File: config.mk
export PLATFORM = sky130hd
export DESIGN_NAME = regfile_arbiter
export DESIGN_NICKNAME = d
export VERILOG_FILES = /design/src/rtl/regfile_arbiter.sv
export SDC_FILE = /design/constraint.sdc
export NUM_CORES = 1
export LEC_CHECK = 0
export ABC_AREA = 1
export CORE_AREA = 10 10 225 227
export DETAILED_ROUTE_END_ITERATION = 7
export DIE_AREA = 0 0 235 237
export SLEW_MARGIN = 20
export SYNTH_ARGS = -nofsm -noshare
export SYNTH_HDL_FRONTEND = slang
export SYNTH_SLANG_ARGS = --single-unit
export TNS_END_PERCENT = 5
File: constraint.sdc
create_clock -name clk -period 13.1 [get_ports clk]
set_input_delay 2.62 -clock clk [delete_from_list [all_inputs] [get_ports clk]]
set_output_delay 2.62 -clock clk [all_outputs]
set_load 0.02 [all_outputs]
File: src/rtl/regfile_arbiter.sv
`default_nettype none
// ============================================================================
// Module   : regfile_arbiter
// Brief    : Round-robin front end letting two requesters share one
//            registered-read register file, one command in flight at a time.
// Revision : 1.0 - initial release
// ============================================================================
module regfile_arbiter #(
    parameter int DATA_W   = 32,
    parameter int NUM_REGS = 32
) (
    input  logic              clk,
    input  logic              rst,
    input  logic              a_req_valid,
    output logic              a_req_ready,
    input  logic              a_req_we,
    input  logic              a_req_second_read,
    input  logic [31:0]       a_req_addr_1,
    input  logic [31:0]       a_req_addr_2,
    input  logic [31:0]       a_req_waddr,
    input  logic [DATA_W-1:0] a_req_wdata,
    output logic              a_resp_valid,
    input  logic              a_resp_ready,
    output logic [DATA_W-1:0] a_resp_data_1,
    output logic [DATA_W-1:0] a_resp_data_2,
    output logic              a_resp_err,
    input  logic              b_req_valid,
    output logic              b_req_ready,
    input  logic              b_req_we,
    input  logic              b_req_second_read,
    input  logic [31:0]       b_req_addr_1,
    input  logic [31:0]       b_req_addr_2,
    input  logic [31:0]       b_req_waddr,
    input  logic [DATA_W-1:0] b_req_wdata,
    output logic              b_resp_valid,
    input  logic              b_resp_ready,
    output logic [DATA_W-1:0] b_resp_data_1,
    output logic [DATA_W-1:0] b_resp_data_2,
    output logic              b_resp_err,
    output logic              rf_write_enable,
    output logic              rf_second_read,
    output logic [31:0]       rf_read_address_1,
    output logic [31:0]       rf_read_address_2,
    output logic [31:0]       rf_write_address,
    output logic [DATA_W-1:0] rf_write_data,
    input  logic [DATA_W-1:0] rf_read_data_1,
    input  logic [DATA_W-1:0] rf_read_data_2
);

    localparam logic [1:0]  c_st_idle    = 2'd0;
    localparam logic [1:0]  c_st_issue   = 2'd1;
    localparam logic [1:0]  c_st_capture = 2'd2;
    localparam logic [1:0]  c_st_resp    = 2'd3;
    localparam logic [31:0] c_num_regs   = 32'(NUM_REGS);

    logic [1:0]        r_state;
    logic              r_ptr;      // 0: a has priority, 1: b has priority
    logic              r_owner;    // 0: a, 1: b
    logic              r_cmd_second_read;
    logic              r_cmd_zero_1;
    logic              r_cmd_zero_2;
    logic              r_a_resp_valid;
    logic              r_b_resp_valid;
    logic              r_a_resp_err;
    logic              r_b_resp_err;
    logic [DATA_W-1:0] r_resp_data_1;
    logic [DATA_W-1:0] r_resp_data_2;
    logic              r_rf_we;
    logic              r_rf_second_read;
    logic [31:0]       r_rf_raddr_1;
    logic [31:0]       r_rf_raddr_2;
    logic [31:0]       r_rf_waddr;
    logic [DATA_W-1:0] r_rf_wdata;

    logic              w_idle;
    logic              w_grant_a;
    logic              w_grant_b;
    logic              w_accept;
    logic              w_sel_we;
    logic              w_sel_second;
    logic [31:0]       w_sel_addr_1;
    logic [31:0]       w_sel_addr_2;
    logic [31:0]       w_sel_waddr;
    logic [DATA_W-1:0] w_sel_wdata;
    logic              w_err;
    logic              w_resp_hs;

    // Ready is gated by rst so nothing is offered while reset is held.
    assign w_idle    = (r_state == c_st_idle) && !rst;
    assign w_grant_a = a_req_valid && (!b_req_valid || !r_ptr);
    assign w_grant_b = b_req_valid && (!a_req_valid || r_ptr);
    assign w_accept  = w_idle && (a_req_valid || b_req_valid);

    assign w_sel_we     = w_grant_b ? b_req_we          : a_req_we;
    assign w_sel_second = w_grant_b ? b_req_second_read : a_req_second_read;
    assign w_sel_addr_1 = w_grant_b ? b_req_addr_1      : a_req_addr_1;
    assign w_sel_addr_2 = w_grant_b ? b_req_addr_2      : a_req_addr_2;
    assign w_sel_waddr  = w_grant_b ? b_req_waddr       : a_req_waddr;
    assign w_sel_wdata  = w_grant_b ? b_req_wdata       : a_req_wdata;

    // Only addresses the command actually uses can make it illegal.
    assign w_err = (w_sel_addr_1 >= c_num_regs)
                || (w_sel_second && (w_sel_addr_2 >= c_num_regs))
                || (w_sel_we && (w_sel_waddr >= c_num_regs));

    assign w_resp_hs = (r_a_resp_valid && a_resp_ready) || (r_b_resp_valid && b_resp_ready);

    always_ff @(posedge clk or posedge rst) begin
        if (rst) begin
            r_state           <= c_st_idle;
            r_ptr             <= 1'b0;
            r_owner           <= 1'b0;
            r_cmd_second_read <= 1'b0;
            r_cmd_zero_1      <= 1'b0;
            r_cmd_zero_2      <= 1'b0;
            r_a_resp_valid    <= 1'b0;
            r_b_resp_valid    <= 1'b0;
            r_a_resp_err      <= 1'b0;
            r_b_resp_err      <= 1'b0;
            r_resp_data_1     <= '0;
            r_resp_data_2     <= '0;
            r_rf_we           <= 1'b0;
            r_rf_second_read  <= 1'b0;
            r_rf_raddr_1      <= '0;
            r_rf_raddr_2      <= '0;
            r_rf_waddr        <= '0;
            r_rf_wdata        <= '0;
        end else begin
            r_rf_we          <= 1'b0;
            r_rf_second_read <= 1'b0;
            case (r_state)
                c_st_idle: begin
                    if (w_accept) begin
                        r_owner <= w_grant_b;
                        r_ptr   <= !w_grant_b;
                        if (w_err) begin
                            r_resp_data_1  <= '0;
                            r_resp_data_2  <= '0;
                            r_a_resp_valid <= !w_grant_b;
                            r_b_resp_valid <= w_grant_b;
                            r_a_resp_err   <= !w_grant_b;
                            r_b_resp_err   <= w_grant_b;
                            r_state        <= c_st_resp;
                        end else begin
                            // rf strobes are registered here so they are live for exactly the ISSUE cycle.
                            r_cmd_second_read <= w_sel_second;
                            r_cmd_zero_1      <= (w_sel_addr_1 == 32'd0);
                            r_cmd_zero_2      <= (w_sel_addr_2 == 32'd0);
                            r_rf_we           <= w_sel_we && (w_sel_waddr != 32'd0);
                            r_rf_second_read  <= w_sel_second;
                            r_rf_raddr_1      <= w_sel_addr_1;
                            r_rf_raddr_2      <= w_sel_addr_2;
                            r_rf_waddr        <= w_sel_waddr;
                            r_rf_wdata        <= w_sel_wdata;
                            r_state           <= c_st_issue;
                        end
                    end
                end
                c_st_issue: begin
                    r_state <= c_st_capture;
                end
                c_st_capture: begin
                    r_resp_data_1  <= r_cmd_zero_1 ? '0 : rf_read_data_1;
                    r_resp_data_2  <= (r_cmd_second_read && !r_cmd_zero_2) ? rf_read_data_2 : '0;
                    r_a_resp_valid <= !r_owner;
                    r_b_resp_valid <= r_owner;
                    r_a_resp_err   <= 1'b0;
                    r_b_resp_err   <= 1'b0;
                    r_state        <= c_st_resp;
                end
                c_st_resp: begin
                    if (w_resp_hs) begin
                        r_a_resp_valid <= 1'b0;
                        r_b_resp_valid <= 1'b0;
                        r_a_resp_err   <= 1'b0;
                        r_b_resp_err   <= 1'b0;
                        r_state        <= c_st_idle;
                    end
                end
                default: begin
                    r_state <= c_st_idle;
                end
            endcase
        end
    end

    assign a_req_ready       = w_idle && w_grant_a;
    assign b_req_ready       = w_idle && w_grant_b;
    assign a_resp_valid      = r_a_resp_valid;
    assign b_resp_valid      = r_b_resp_valid;
    assign a_resp_err        = r_a_resp_err;
    assign b_resp_err        = r_b_resp_err;
    assign a_resp_data_1     = r_resp_data_1;
    assign a_resp_data_2     = r_resp_data_2;
    assign b_resp_data_1     = r_resp_data_1;
    assign b_resp_data_2     = r_resp_data_2;
    assign rf_write_enable   = r_rf_we;
    assign rf_second_read    = r_rf_second_read;
    assign rf_read_address_1 = r_rf_raddr_1;
    assign rf_read_address_2 = r_rf_raddr_2;
    assign rf_write_address  = r_rf_waddr;
    assign rf_write_data     = r_rf_wdata;

endmodule
`default_nettype wire

* Word-level counts from Yosys, hierarchy flattened *
Index checks and enable logic that the tools add are counted.

word-level totals
  bits in registers = 205
  word-level logic and storage cells = 95
  bits of input ports = 330
  output and inout port bits = 264

cells by class
  $lt $le $gt $ge = 3
  reduce and logical (&&, ||, !) cells = 36
  bitwise logic cells = 1
  multiplexer cells = 31
  equality and inequality tests = 6

operators with widths
  operator             number
  $mux 32              8
  $pmux 32 s2          2
  $ge 32x6->1 const B  3
  $logic_not 32->1     2
  $reduce_bool 32->1   1
  $mux 1               13
  $logic_and 1x1->1    12
  $pmux 1 s3           4
  $pmux 2 s4           1
  $logic_not 1->1      7
  $logic_or 1x1->1     6
  $mux 2               3
  $ne 2x2->1 const B   3
  $reduce_and 3->1     2
  $eq 2x2->1 const B   2
  $reduce_and 2->1     2
  $reduce_and 4->1     1
  $reduce_bool 3->1    1
  $eq 2x1->1 const B   1
  $logic_not 2->1      1
  $reduce_bool 2->1    1
  $not 1->1            1

* Longest topological paths before layout *
Gate-level depths: netlist of the first run.

  word-level depth = 11
  gate-level depth with buffers = 19

* Least setup slack after synthesis of the first run *
No wires, ideal clock.

  path kind = in2out
  start = in b_req_valid
  end = out b_req_ready
  cell stages on the path = 7
  data arrival time = 3.936 ns
  slack = 6.544 ns
  path buffers = 5
  cells stage by stage = buf_4 > nand2_2 > buf_4 > buf_2 > buf_1 > clkbuf_1 > nor2_1

on the way
  word-level cells in the longest chain between the ends = 2

ends and longest elaborated chain
  element             RTL line  RTL
  start: declaration  27        input logic b_req_valid,
  $logic_and 1x1->1   91        assign w_grant_b = b_req_valid && (!a_req_valid || r_ptr);
  $logic_and 1x1->1   188       assign b_req_ready = w_idle && w_grant_b;
  end: declaration    28        output logic b_req_ready,

Every way passes these cells.

* Final worst setup path of the first run *
  start = in b_req_valid
  end = out a_req_ready

on the way
  word-level cells in the longest chain between the ends = 4

ends and longest elaborated chain
  element            RTL line  RTL
  $logic_not 1->1    90        assign w_grant_a = a_req_valid && (!b_req_valid || !r_ptr);
  $logic_or 1x1->1   90
  $logic_and 1x1->1  90
  $logic_and 1x1->1  187       assign a_req_ready = w_idle && w_grant_a;
  end: declaration   15        output logic a_req_ready,

Every way passes these cells.

==> impl_metrics.toml, run 1 <==
[run]
cap_violations = 0

[cts]
cts_buffers = 26
cts_setup_buffers = 0
clock_latency_ps = 540
cts_resized = 0
clock_path_buffers = 3
htreeDepth = 1
cts_hold_buffers = 0
cts-root-buf = "clkbuf_16"
cts_tree = "built"
path_clk_slew_ps = 60
clock-sinks = 205

[sta]
fin_crit_sh_pct = 58.7
worst_hold_slack_ps = 467
rsz0062_at_grt = "no"
fin_crit_ps = 7690
skew_ps = 16.6
slew_headroom_pct = 43.5
setup_viol = 0
slew_violations = 0
max_freq_mhz = 130
tightestPinTransition_ps = 848
hold_viol = 0
setup_tns_ps = 0

[setup_path]
path_cells = "clkdlybuf4s50_1 -> nand2_2 -> nand2_4 -> nor2_1 -> clkdlybuf4s50_1"
cp-start-kind = "input port"
crit_required_ps = 10480
cpMaxStageDelayCell = "clkdlybuf4s50_1"
end_kind = "primary output"
crit_arrival_ps = 5070
cp_slowest_stage_delay_ps = 660
crit_fanout = 57
cp_common_cell = "clkdlybuf4s50_1"
worstSetupPathType = "in2out"

[detailed_routing]
dr_total_vias = 12300
drt_wl_total_um = 50900
drt-pass1-iter-count = 5
wire_per_inst_um = 18.1
drc = 0
drtIter0Drc = 608
ant_nets = 0
viasPerCell = 4.39

[global_routing]
grt_max_degree = 106
grt_pass1_vias = 12800
grt_util_all_layers_pct = 17.4
antenna_found_initial = 0
grt_first_pass_wirelength_um = 77300
overflow = 0

[final_layout]
layout_common_cells = "712 x nand2_1, 593 x clkdlybuf4s50_1, 241 x inv_1"
multi_input_area_mm2 = 0.00475
stdcell_count = 2811
final_area_mm2 = 0.0185
final_common_cell = "nand2_1"
area_growth_pct = 58.1
layout-drive-gt1-share_pct = 3.31
diodes = 0
ff_latch_area_mm2 = 0.00513
nNetsFinal = 2521
n_fill_cell = 4867

[synth]
syn_nets = 2053
postSynthCellCount = 1719
synth_top_area_cell = "dfrtp_1"
synth_top_area_share_pct = 43.7
ys_ff_latch = 205
synth_seq_area_share_pct = 43.7
synth.area.top_cells = "dfrtp_1 44%, nand2_1 23%, inv_1 7.7%"
synth_area_mm2 = 0.0117
synth_cell_type_count = 26
ys.warnings.count = 0
postSynthAreaPerCell_um2 = 6.82

[floorplanning]
die_area_mm2 = 0.0557
die_width_um = 235
fp.dieH_um = 237
rows = 79
io-pin-count = 594
initial_core_util_pct = 25.4
core_area_mm2 = 0.0462

[power_and_ir_drop]
power_leakage_uw = 0.00966
ir_worst_vdd_uv = 105
p_per_area_mw_per_mm2 = 134

[outcome]
status = "complete, no violations"

[placed_design]
dp_cells = 2765
place_area_mm2 = 0.0176
gp_congestion = 0.874
port_buffers = 593
dp_hpwl_um = 39300

[worst_hold_path]
hold_class = "reg2reg"
==> per-stage QoR <==
stage,setup WS (ps),total power [uW],util [%]
2_1_floorplan,4880,1340,-
3_3_place_gp,5050,1720,38.1
3_5_place_dp,5260,1730,38.1
4_1_cts,5400,2520,40.1
5_1_grt,5200,2620,40.2
6_report,5410,2480,40.2
==> routing by layer <==
layer	track usage, %	vias to the layer above	routed length [um]
li1	-	6090	-
met5	0	-	0
met2	31.1	466	25400
met1	19.3	5720	20200
met4	5.47	0	1400
met3	5.26	62	3930
==> worst paths after layout <==
| kind | startpoint | endpoint | slack (ps) | cells after the start |
|---|---|---|---|---|
| min in group asynchronous | rst | rf_write_data[17] | 2610 | 2 |
| worst max-delay path | b_req_valid | a_req_ready | 5410 | 5 |
| max in group asynchronous | rst | rf_read_address_2[0] | 9100 | 3 |
| worst min-delay path | rf_read_address_2[27] | rf_read_address_2[27] | 470 | 2 |
| worst min register to register | rf_read_address_2[27] | rf_read_address_2[27] | 470 | 2 |
| worst max register to register | r_ptr | a_resp_data_1[31] | 8410 | 15 |
==> worst max-delay path, delay by kind of cell <==
| family | cells | cell delay, ps |
|---|---|---|
| AND/OR/NAND/NOR | 3 | 1120 |
| buffers and inverters | 2 | 1310 |
==> cells by family (layout without fill, tap and decap cells) <==
family                     count (synthesis)  after routing  share of synthesized area, %
and+or+nand+nor                         1065           1065                          38.2
AOI/OAI and AO/OA                         34             34                          1.56
buffers and inverters                    411            896                          16.1
adders and majority gates                  4              4                         0.427
DFF                                      205            205                          43.7
==> cells in the mapped netlist <==
library cell and number:
nor3_1 5, nand4_4 1, nand2_1 712, nand3b_1 11, nand2_2 7, nand4_1 105
or2_2 4, nor2_2 1, o21bai_1 4, buf_4 80, o21a_1 1, o21ai_0 20
buf_2 34, nand3_1 84, o21ai_1 9, inv_1 242, ha_1 4, nand3_4 1
clkinv_1 1, inv_2 2, and2_1 1, buf_1 13, nor4_1 1, clkbuf_1 39
dfrtp_1 205, nor2_1 132
==> flip-flops by register name, summed over array words and instances (netlist names) <==
name	cells
a_resp_data_1	32
a_resp_data_2	32
rf_read_address_1	32
rf_read_address_2	32
rf_write_address	32
rf_write_data	32
r_state	2
a_resp_err	1
a_resp_valid	1
b_resp_err	1
b_resp_valid	1
r_cmd_second_read	1
r_cmd_zero_1	1
r_cmd_zero_2	1
r_owner	1
r_ptr	1
rf_second_read	1
rf_write_enable	1
==> area by class of cell <==
class                           count  area share, %
Clock buffer                       34           3.95
Clock inverter                     11           1.03
Inverter                          245           5.01
Multi-Input combinational cell   1103           25.6
Sequential cell                   205           27.7
Tap cell                          607           4.10
Timing Repair Buffer              606           32.7
==> report_power, final <==
| part | switching [uW] | total, uW | internal [uW] |
|---|---|---|---|
| clock network | 286 | 777 | 491 |
| registers | 51.3 | 743 | 692 |
| logic | 592 | 958 | 366 |
Note: power is estimated with default switching activity, not from simulation.
==> run 2: changes to the inputs <==
--- a/config.mk
+++ b/config.mk
@@ -6,9 +6,9 @@
 export NUM_CORES = 1
 export LEC_CHECK = 0
 export ABC_AREA = 1
-export CORE_AREA = 10 10 225 227
+export CORE_AREA = 10 10 224 226
 export DETAILED_ROUTE_END_ITERATION = 7
-export DIE_AREA = 0 0 235 237
+export DIE_AREA = 0 0 234 236
 export SLEW_MARGIN = 20
 export SYNTH_ARGS = -nofsm -noshare
 export SYNTH_HDL_FRONTEND = slang
==> constraint.sdc (replaced) <==
create_clock -name clk -period 6.4 [get_ports clk]
set_input_delay 1.28 -clock clk [delete_from_list [all_inputs] [get_ports clk]]
set_output_delay 1.28 -clock clk [all_outputs]
set_load 0.02 [all_outputs]
==> run 2 against run 1 <==
Critical path depth did not move; total power increased by 100%; clock-buffer cell count decreased by 2; largest cell class unchanged; critical endpoint unchanged.
==> impl_metrics.toml, run 2 (synthesis gave the netlist of run 1 again) <==
[outcome]
status = "complete, no violations"

[final_layout]
finalCoreUtilization_pct = 40.4
layout-drive-gt1-share_pct = 3.62
final_area_mm2 = 0.0185
layout_common_cells = "712 x nand2_1, 593 x clkdlybuf4s50_1, 241 x inv_1"
nNetsFinal = 2526
area_growth_pct = 57.9
final_common_cell = "nand2_1"

[setup_path]
cp_common_cell = "clkdlybuf4s50_1"
cp-start-kind = "input port"
cp_slowest_stage_delay_ps = 780
crit_arrival_ps = 3900
crit_fanout = 93
end_kind = "primary output"
path_cells = "clkdlybuf4s50_1 -> nand2_2 -> nand2_4 -> nor2_1 -> clkdlybuf4s50_1"
crit_required_ps = 5120
crit_family = "buffers and inverters"
worstSetupPathType = "in2out"
path_buf_inv = 2
cpMaxStageDelayCell = "clkdlybuf4s50_1"

[cts]
cts_hold_buffers = 0
clock_path_buffers = 3
cts_buffers = 26
clock_latency_ps = 540
cts-root-buf = "clkbuf_16"
clock-sinks = 205
cts_setup_buffers = 0
htreeDepth = 1
cts_tree = "built"
cts_resized = 0
path_clk_slew_ps = 60

[detailed_routing]
viasPerCell = 4.43
drtIter0Drc = 664
drc = 0
drt_wl_total_um = 52200
ant_nets = 0
dr_total_vias = 12500
drt-pass1-iter-count = 5
wire_per_inst_um = 18.5

[sta]
slew_headroom_pct = 38.0
skew_ps = 11.0
max_freq_mhz = 193
hold_viol = 0
fin_crit_ps = 5180
tightestPinTransition_ps = 930
setup_viol = 0
rsz0062_at_grt = "no"
setup_tns_ps = 0
fin_crit_sh_pct = 80.9
slew_violations = 0

[power_and_ir_drop]
p_per_area_mw_per_mm2 = 271
power_leakage_uw = 0.00965
ir_worst_vdd_uv = 188

[placed_design]
place_area_mm2 = 0.0176
dp_hpwl_um = 41000
port_buffers = 593
gp_congestion = 0.896

[global_routing]
antenna_found_initial = 1
overflow = 0
grt_util_all_layers_pct = 17.9
grt_pass1_vias = 12700
grt_max_degree = 118
grt_first_pass_wirelength_um = 77100

[floorplanning]
fp.dieH_um = 236
rows = 79
io-pin-count = 594
die_area_mm2 = 0.0552
die_width_um = 234
core_area_mm2 = 0.0459
initial_core_util_pct = 25.6

[worst_hold_path]
hold_class = "reg2reg"

[run]
cap_violations = 0
-- run 2: changes by cell type in the layout (fill, tap and decap cells not counted), moves of 2 or more --
cell | before | now
clkinv_4 | 1 | 3
clkinvlp_4 | 0 | 3
bufinv_16 | 5 | 3
clkinv_2 | 3 | 7
clkbuf_8 | 3 | 1
buf_4 | 11 | 16
-- run 2: metrics by stage --
step                      power (uW)  std cells  worst slack [ps]  hold WS, ps
after global placement          3540       2771               901          453
after global routing            5330       2819               967          484
after detailed placement        3570       2771               826          457
final                           5020       2819              1220          467
after floorplan                 2750       1719              2460          434
after CTS                       5100       2818              1220          471
-- run 2: power by group --
part,switching [uW],leakage [uW],total (uW),internal [uW]
registers,105,0.00269,1520,1420
logic,1230,0.00653,1990,761
clock network,600,0.000428,1510,906
total,1930,0.00965,5020,3080
-- run 2: worst register-to-register path, stage by stage, from the launching register on --
cell	delay [ps]
dfrtp_1	400
inv_1	90
nand2_2	140
nand2_4	590
buf_4	500
nand2_1	100
nand2_1	150
nand2_1	70
nor2_1	90
nand2_1	80
nor2_1	130
nand2_1	110
nand2_4	120
buf_4	580
nand4_1	340
nand2_1	130
-- run 2: cell type report --
type / instances / area (um2)
Antenna cell: 1 / 2.50
Timing Repair Buffer: 611 / 6090
Sequential cell: 205 / 5130
Multi-Input combinational cell: 1103 / 4740
Tap cell: 607 / 759
Clock buffer: 32 / 704
Fill cell: 4779 / 27300
Clock inverter: 15 / 170
Inverter: 245 / 925
-- run 2: final timing paths --
kind / cells after the start / slack, ps / end / from
hold reg to reg: 2 / 470 / rf_write_data[4] / rf_write_data[4]
min in group asynchronous: 2 / 1250 / rf_read_address_2[16] / rst
hold / removal: 2 / 470 / rf_write_data[4] / rf_write_data[4]
setup / recovery: 5 / 1220 / a_req_ready / b_req_valid
setup reg to reg: 15 / 2720 / rf_read_address_1[3] / r_ptr
max in group asynchronous: 3 / 3900 / a_resp_data_2[1] / rst
-- run 2: metal layers --
layer | wire length (um) | share of wire (%) | global-route usage, % | vias up
li1 | - | - | - | 6107
met1 | 20200 | 39 | 20.2 | 5858
met2 | 25700 | 49 | 31.4 | 476
met3 | 4840 | 9.3 | 5.61 | 61
met4 | 1490 | 2.8 | 5.28 | 0
met5 | 0 | 0 | 0 | -
